<file path="config.mk">
export PLATFORM = sky130hd
export DESIGN_NAME = program_loader
export DESIGN_NICKNAME = d
export VERILOG_FILES = /design/src/rtl/program_loader.sv
export SDC_FILE = /design/constraint.sdc
export NUM_CORES = 1
export LEC_CHECK = 0
export CAP_MARGIN = 10
export CORE_ASPECT_RATIO = 1.2
export CORE_MARGIN = 2
export CORE_UTILIZATION = 57
export CTS_CLUSTER_DIAMETER = 50
export CTS_CLUSTER_SIZE = 8
export DETAILED_ROUTE_END_ITERATION = 8
export PLACE_DENSITY = 0.79
export REMOVE_ABC_BUFFERS = 1
export SYNTH_ARGS = -nofsm -noshare
export SYNTH_HDL_FRONTEND = slang
export SYNTH_SLANG_ARGS = --single-unit
</file>
<file path="constraint.sdc">
create_clock -name clk -period 3.6 [get_ports clk]
set_input_delay 0.72 -clock clk [delete_from_list [all_inputs] [get_ports clk]]
set_output_delay 0.72 -clock clk [all_outputs]
set_load 0.01 [all_outputs]
</file>
<file path="src/rtl/program_loader.sv">
// Host-side programming sequencer for the 8-bit CPU: buffers a program image
// from the host byte stream, feeds it to the CPU during LOAD, then supervises
// the run and captures the CPU output on halt.
module program_loader #(
    parameter int unsigned DEPTH      = 16,
    parameter int unsigned PROG_BYTES = 16,
    parameter int unsigned TIMEOUT    = 255
) (
    input  logic                     clk,
    input  logic                     rst,
    input  logic [7:0]               s_data,
    input  logic                     s_valid,
    output logic                     s_ready,
    input  logic                     start,
    input  logic                     abort,
    output logic [7:0]               cpu_ui_in,
    output logic                     cpu_programming,
    input  logic                     cpu_ready,
    input  logic                     cpu_done_load,
    input  logic                     cpu_halt,
    input  logic [7:0]               cpu_out,
    output logic                     busy,
    output logic                     halted,
    output logic                     error,
    output logic [1:0]               err_code,
    output logic [7:0]               result,
    output logic [15:0]              run_cycles,
    output logic [$clog2(DEPTH):0]   fifo_count
);
    localparam int unsigned AW = $clog2(DEPTH);
    localparam int unsigned SW = $clog2(PROG_BYTES) + 1;
    localparam int unsigned TW = $clog2(TIMEOUT + 1);

    localparam logic [AW:0]   PROG_CNT   = (AW + 1)'(PROG_BYTES);
    localparam logic [AW:0]   FULL_CNT   = (AW + 1)'(DEPTH);
    localparam logic [TW-1:0] TIMER_LAST = TW'(TIMEOUT - 1);

    typedef enum logic [2:0] {
        S_IDLE,
        S_LOAD,
        S_RUN,
        S_HALTED,
        S_ERROR
    } state_t;

    state_t state, state_next;

    logic [7:0]    mem [DEPTH];
    logic [AW-1:0] wr_ptr, rd_ptr;
    logic [AW:0]   count;
    logic          cpu_ready_q, cpu_done_q;
    logic [SW-1:0] sent;
    logic [TW-1:0] timer;

    logic consume, done_rise, push, pop, flush, load_go;
    logic set_err, timer_clr, timer_inc, run_inc, latch_result;
    logic [1:0] err_val;

    assign consume    = cpu_ready_q & ~cpu_ready;
    assign done_rise  = ~cpu_done_q & cpu_done_load;
    assign push       = s_valid & s_ready;
    assign fifo_count = count;

    // State register
    always_ff @(posedge clk) begin
        if (rst) state <= S_IDLE;
        else     state <= state_next;
    end

    // Next-state logic, datapath controls and state-decoded outputs
    always_comb begin
        state_next   = state;
        pop          = 1'b0;
        flush        = 1'b0;
        load_go      = 1'b0;
        set_err      = 1'b0;
        err_val      = 2'd0;
        timer_clr    = 1'b0;
        timer_inc    = 1'b0;
        run_inc      = 1'b0;
        latch_result = 1'b0;

        cpu_programming = (state == S_LOAD);
        busy            = (state == S_LOAD) || (state == S_RUN);
        halted          = (state == S_HALTED);
        error           = (state == S_ERROR);
        s_ready         = (count != FULL_CNT) && (state != S_ERROR);
        cpu_ui_in       = (state == S_LOAD) ? mem[rd_ptr] : 8'h00;

        if (abort) begin
            state_next = S_IDLE;
            flush      = 1'b1;
        end else begin
            case (state)
                S_IDLE, S_HALTED: begin
                    if (start) begin
                        if (count >= PROG_CNT) begin
                            state_next = S_LOAD;
                            load_go    = 1'b1;
                        end else begin
                            state_next = S_ERROR;
                            set_err    = 1'b1;
                            err_val    = 2'd3;
                        end
                    end
                end
                S_LOAD: begin
                    // done_load wins over a coincident consume, but the
                    // byte handed over in that cycle is still popped
                    if (done_rise) begin
                        state_next = S_RUN;
                        timer_clr  = 1'b1;
                        pop        = consume && (count != '0);
                    end else if (consume) begin
                        if (count == '0) begin
                            state_next = S_ERROR;
                            set_err    = 1'b1;
                            err_val    = 2'd1;
                        end else begin
                            pop       = 1'b1;
                            timer_clr = 1'b1;
                        end
                    end else if (timer == TIMER_LAST) begin
                        state_next = S_ERROR;
                        set_err    = 1'b1;
                        err_val    = 2'd2;
                    end else begin
                        timer_inc = 1'b1;
                    end
                end
                S_RUN: begin
                    run_inc = 1'b1;
                    if (cpu_halt) begin
                        state_next   = S_HALTED;
                        latch_result = 1'b1;
                    end
                end
                S_ERROR: ;
                default: state_next = S_IDLE;
            endcase
        end
    end

    // FIFO storage, written without reset
    always_ff @(posedge clk) begin
        if (push && !flush && !rst) mem[wr_ptr] <= s_data;
    end

    // FIFO pointers, handshake edge registers, counters and captured results
    always_ff @(posedge clk) begin
        if (rst) begin
            wr_ptr      <= '0;
            rd_ptr      <= '0;
            count       <= '0;
            cpu_ready_q <= 1'b0;
            cpu_done_q  <= 1'b0;
            sent        <= '0;
            timer       <= '0;
            run_cycles  <= '0;
            result      <= '0;
            err_code    <= '0;
        end else begin
            cpu_ready_q <= cpu_ready;
            cpu_done_q  <= cpu_done_load;

            if (flush) begin
                wr_ptr   <= '0;
                rd_ptr   <= '0;
                count    <= '0;
                err_code <= '0;
            end else begin
                if (push) wr_ptr <= wr_ptr + 1'b1;
                if (pop)  rd_ptr <= rd_ptr + 1'b1;
                case ({push, pop})
                    2'b10:   count <= count + 1'b1;
                    2'b01:   count <= count - 1'b1;
                    default: ;
                endcase
                if (set_err) err_code <= err_val;
            end

            if (load_go) begin
                sent       <= '0;
                timer      <= '0;
                run_cycles <= '0;
            end else begin
                if (pop) sent <= sent + 1'b1;
                if (timer_clr)      timer <= '0;
                else if (timer_inc) timer <= timer + 1'b1;
                if (run_inc && (run_cycles != 16'hFFFF))
                    run_cycles <= run_cycles + 1'b1;
            end

            if (latch_result) result <= cpu_out;
        end
    end
endmodule

</file>
* Yosys cells after proc, flatten, opt, wreduce, memory -nomap -nowiden
Memory sizes are Yosys's and may differ from the RTL's. A register that Yosys moved wholly into a read port is not among the register bits. Cells that the tools add are included.
Storage, ports and cells: memories kept 1, register bits after elaboration 52, memory bits (writable) 128, output and inout bits 44, input port bits 24
Cells by class: eq/ne operators 14, reduce and logical (&&, ||, !) cells 18, $add $sub $neg 6, multiplexer cells 53, bitwise gates (word level) 6, order comparisons 1
Memories:
- mem | depth 16, bits a word 8, read ports 1, clocked after memory_dff 1, write ports 1, line 48 | logic [7:0] mem [DEPTH];
Operators by type and width (number):
- $mux W1 | 33
- $mux W3 | 7
- $add A16 B1 Y16 const B | 1
- $ne A16 B16 Y1 const B | 1
- $mux W2 | 6
- $pmux W3 S4 | 1
- $pmux W5 S2 | 1
- $add A4 B1 Y4 const B | 2
- $add A8 B1 Y8 const B | 1
- $eq A8 B8 Y1 const B | 1
- $mux W4 | 2
- $mux W8 | 1
- $reduce_or A2 Y1 | 4
- $eq A3 B2 Y1 const B | 2
- $add A5 B1 Y5 const B | 1
- $ge A5 B5 Y1 const B | 1
- $logic_and A1 B1 Y1 | 5
- $logic_not A5 Y1 | 1
- $ne A5 B5 Y1 const B | 1
- $reduce_and A5 Y1 | 1
- $reduce_bool A5 Y1 | 1
- $sub A5 B1 Y5 const B | 1
- $ne A2 B2 Y1 const B | 2
- $ne A4 B1 Y1 const B | 1
- other kinds (15) | 20

* Logic depth before layout (Yosys ltp)
depth in word-level cells 8, mapped depth 13, mapped depth without buffers 11

* Worst setup path after synthesis
No wires, ideal clock.
kind in2reg, start input abort, end register count[4], in the netlist fifo_count[4], setup time 0.132 ns, slack 0.602 ns, data arrival time 2.866 ns, path buffers 2, stages 13, cell sequence buf_6 nor4b_1 o211ai_2 inv_2 ha_1 clkbuf_1 xor2_1 ha_1 a21o_1 nand2_1 a221oi_1 o21a_1 nor3_1
Between the ends: cells in the longest elaborated chain, start to end 3
Ends and longest elaborated chain:
- from (decl) | line 15 | input logic abort,
- $mux W1 (*) | line 90 | if (abort) begin
- net pop | line 55 | logic consume, done_rise, push, pop, flush, load_go;
- $eq A2 B1 Y1 / $eq A2 B2 Y1 (equally long branches) | line 174 | case ({push, pop})
- $pmux W5 S2 / $reduce_bool A2 Y1 (equally long branches)
- to (signal assigned) | line 175 | 2'b10: count <= count + 1'b1;
- to (signal assigned) | line 176 | 2'b01: count <= count - 1'b1;
- to (decl) | line 50 | logic [AW:0] count;
The timed path passes the listed nets; every way through them passes the cells marked *. A chain may end at the register's enable or synchronous reset.

* Final worst setup path
start register state[0], end output cpu_ui_in[5]
Between the ends: cells in the longest elaborated chain, start to end 2
Ends and longest elaborated chain:
- from (decl) | line 46 | state_t state, state_next;
- from (signal assigned) | line 67 | else state <= state_next;
- $eq A3 B1 Y1 | line 88 | cpu_ui_in = (state == S_LOAD) ? mem[rd_ptr] : 8'h00;
- $mux W8 | line 88
- to (decl) | line 16 | output logic [7:0] cpu_ui_in,
Every way passes these cells.

==> reports/results.txt <==
By area the synthesized netlist is led by edfxtp_1 (49%), dfxtp_1 (14%), mux4_2 (12%). The achievable clock frequency is 286.8 MHz, and the fraction of the mapped netlist area in adder cells is 1.611%. Summed over all layers, the routed wires come to 16,550 um. Of the total synthesized cell area, the portion taken by AND, OR, NAND and NOR gates is 11.81%. In this run, synthesis produced a sequential element count of 184.

The most critical setup path has its startpoint at state[0]. The layout overhead on the synthesized area was 20.31%; the H-tree depth was 4. Counting along the longest clock path gives a buffer depth of 2. The number of I/O port buffers came out at 67. The run finished with clean final reports. The die boundary width is 110.6 um.

The worst pin sits at a relative slew slack of 58.13%. The synthesized area per cell was 14.17 sq um; the static power due to leakage was 3.078 nW. The die is 131.9 um tall. TritonCTS built the clock tree. The sequential share of the synthesized area is 63.92%, and the synthesized-area fraction occupied by ao, oa, aoi and oai cells is 4.591%. The number of warnings reported in the yosys synthesis log came out at 0. The clock edge transition at the registers on the reported setup and hold paths is 70 ps.

The main combinational cell family by area after synthesis is multiplexers. The number of buffers inserted to repair setup after CTS is 0, and the worst slack at placement is 205.1 ps. Setup violations remaining at the end of the flow were counted as 0. The critical path goes through or3b_2 > inv_1 > and2_1 > clkdlybuf4s50_1.

Multiplexer cells account for 12.11% of the synthesized area. The initial antenna violation count was 1; the clock skew after layout was 9.433 ps. The share of the synthesized netlist area taken by xor and xnor gates was 3.270%.

In the synthesized netlist, the cells that appear most often are edfxtp_1 (128), dfxtp_1 (56), nor2_1 (52). The number of enable-type register cells in the synthesized netlist was 128; the fraction of the core area covered by cells at the end of the flow was 70.29%. The startpoint-to-endpoint class of the critical path was flop to output port. The total number of nets in the final design was 662. The tools report the HPWL after detailed placement as 10,380 um.

The unique cell type count in the Yosys netlist came out at 58. The worst hold path class was flop to flop. Data required time of the critical path: 2880 ps.

For this configuration, the core starts out at a cell density of 58.42%. The total clock buffers created by CTS is 17, and the mapped cell area is 0.007767 sq mm. The hold path startpoint is result[7]. The number of hold-repair buffers added at the cts stage came out at 0. The worst path needs 3487 ps of the cycle, external delays included.

The floorplan has 46 rows. Post-layout instance area: 0.009345 sq mm. Dividing the detail-routed wire length by the instance count gives 20.46 um. Global routing used 23.67% of the available tracks. Transition time of the tightest slew-check pin: 627.2 ps. Starting DRC count in detailed routing: 363. The hold violation count in the final report was 0. In the post-route analysis, the smallest setup slack over all paths is 112.9 ps. For the worst setup path, the data arrival time is 2770 ps. The run gives 5,023 as the via count of the first global-routing pass.

The run gives 68 as the I/O pin count. Of the cells placed in the final design, the portion with a size suffix greater than 1 is 18.25%. The latest clock arrival within the worst-skew pair is 420 ps, and the area of the core is 0.01330 sq mm. The clock drives 184 sinks. Kind of end point of the critical path: an output port. Cell taking the most area after synthesis: edfxtp_1. First-pass iteration count of the detailed router: 5.

Final number of max-transition violations: 0. The root buffer cell chosen for the clock tree is clkbuf_16. Synthesis produced 548 cells. The async set-reset flop share out of synthesis came out at 0%.

The startpoint identified for the worst register-to-register timing path is state[2]. The number of antenna-violating nets in the routed design is 0, and the largest incremental delay on the critical path is 560 ps. The most used flip-flop cell after synthesis is edfxtp_1. Setup repair after global routing left no endpoint under its margin. For this run, design rule violations remaining after detail routing come to 0. For the post-layout total power, the log shows 4.292 mW. Max-cap violations in this run came to 0.

The first global-routing pass estimated 26,540 um of wire. The run gives 0.2586 mV as the maximum resistive drop on vdd. The logs give 4,837 for the via count and 0.8195 for the placer's final routability congestion estimate.

The part of the cycle the worst path needs is 96.86%, and the largest net degree at the start of global routing is 33. The proportion of netlist area held by the largest area contributor is 49.48%, and the number of antenna cells inserted is 0. The worst setup path is launched from a flop.

Of all nets on the critical path, the largest fanout is 12. The area of placed instances came out at 0.008742 sq mm. Among all stages on the critical path, the largest delay is contributed by dfxtp_1. After global routing the overflow that remains totals 0. The library cell with the highest instance count after synthesis was edfxtp_1. Setup total negative slack on the finished layout was measured at 0 ps. Dividing the detail-routed via count by the number of cells gives 5.979.

The number of filler instances in the final layout is 883. Power spread over the standard cell area amounts to 459.3 mW/mm^2. The die footprint is 0.01458 sq mm.
-- critical path, delay by kind of cell, from the launching register on --
kind / cells / cell delay [ps]
buffers and inverters: 2 / 990
flip-flops: 1 / 560
AND/OR/NAND/NOR: 2 / 800
-- cells by family after synthesis --
logic type / after synthesis
multiplexers: 44
AND/OR/NAND/NOR: 177
XOR/XNOR: 29
flip-flops: 184
adder cells (fa/ha/maj): 10
AO/OA/AOI/OAI: 54
buffers and inverters: 50
-- cell usage in the layout (no fill, tap or decap), drive strengths merged, types with 6 or more instances in the layout --
cell	instances
a21oi	17
and2	9
buf	28
clkbuf	17
clkdlybuf4s50	67
dfxtp	56
edfxtp	128
ha	10
inv	18
mux4	40
nand2	35
nand3	19
nand4	8
nor2	54
nor2b	6
nor3	13
nor4	6
o21ai	10
xnor2	6
xor2	23
-- flip-flops by register name, summed over array words and instances (netlist names), named ones only --
name	count
state	3
wr_ptr	4
cpu_done_q	1
mem	128
run_cycles	16
timer	8
err_code	2
rd_ptr	4
cpu_ready_q	1
result	8
fifo_count	5
-- layer usage --
metal | vias to the layer above | global-route usage [%] | wire length (um)
met2 | 190 | 39.84 | 8560
met5 | - | 0 | 16
met3 | 33 | 6.529 | 1078
met1 | 2397 | 29.16 | 6469
met4 | 2 | 9.583 | 427
li1 | 2215 | - | -
-- path summary, 6_finish.rpt --
kind / to / slack, ps / cells past startpoint
max: cpu_ui_in[5] / 110 / 4
min: result[7] / 460 / 2
max reg2reg: fifo_count[4] / 580 / 11
min reg2reg: result[7] / 460 / 2
-- report_power, final --
| group | switching [mW] | leakage [nW] | internal [mW] |
|---|---|---|---|
| registers | 0.00861 | 1.60 | 2.27 |
| clock network | 0.797 | 0.278 | 1.09 |
| logic | 0.0711 | 1.20 | 0.0572 |
-- per-stage QoR --
step	cells	hold WS (ps)
after CTS	809	462.1
final	809	456.3
after floorplan	514	457.6
after global routing	809	489.0
after global placement	777	442.4
after detailed placement	777	453.7
-- repair_timing --
item,4_1_cts,5_1_grt
endpoints found under the setup margin,0,6
endpoints found under the hold margin,0,0
gates resized for setup,0,1
-- layout make-up --
type / count / area, sq um / area share (%)
clock buffers: 17 / 425.4 / 4.552
clock inverters: 15 / 175.2 / 1.874
inverters: 16 / 60.06 / 0.6427
multi-input cells: 314 / 2600 / 27.82
flip-flops and latches: 184 / 4969 / 53.17
repair buffers: 95 / 905.9 / 9.693
well taps: 168 / 210.2 / 2.249
(Power assumes the default switching activity.)
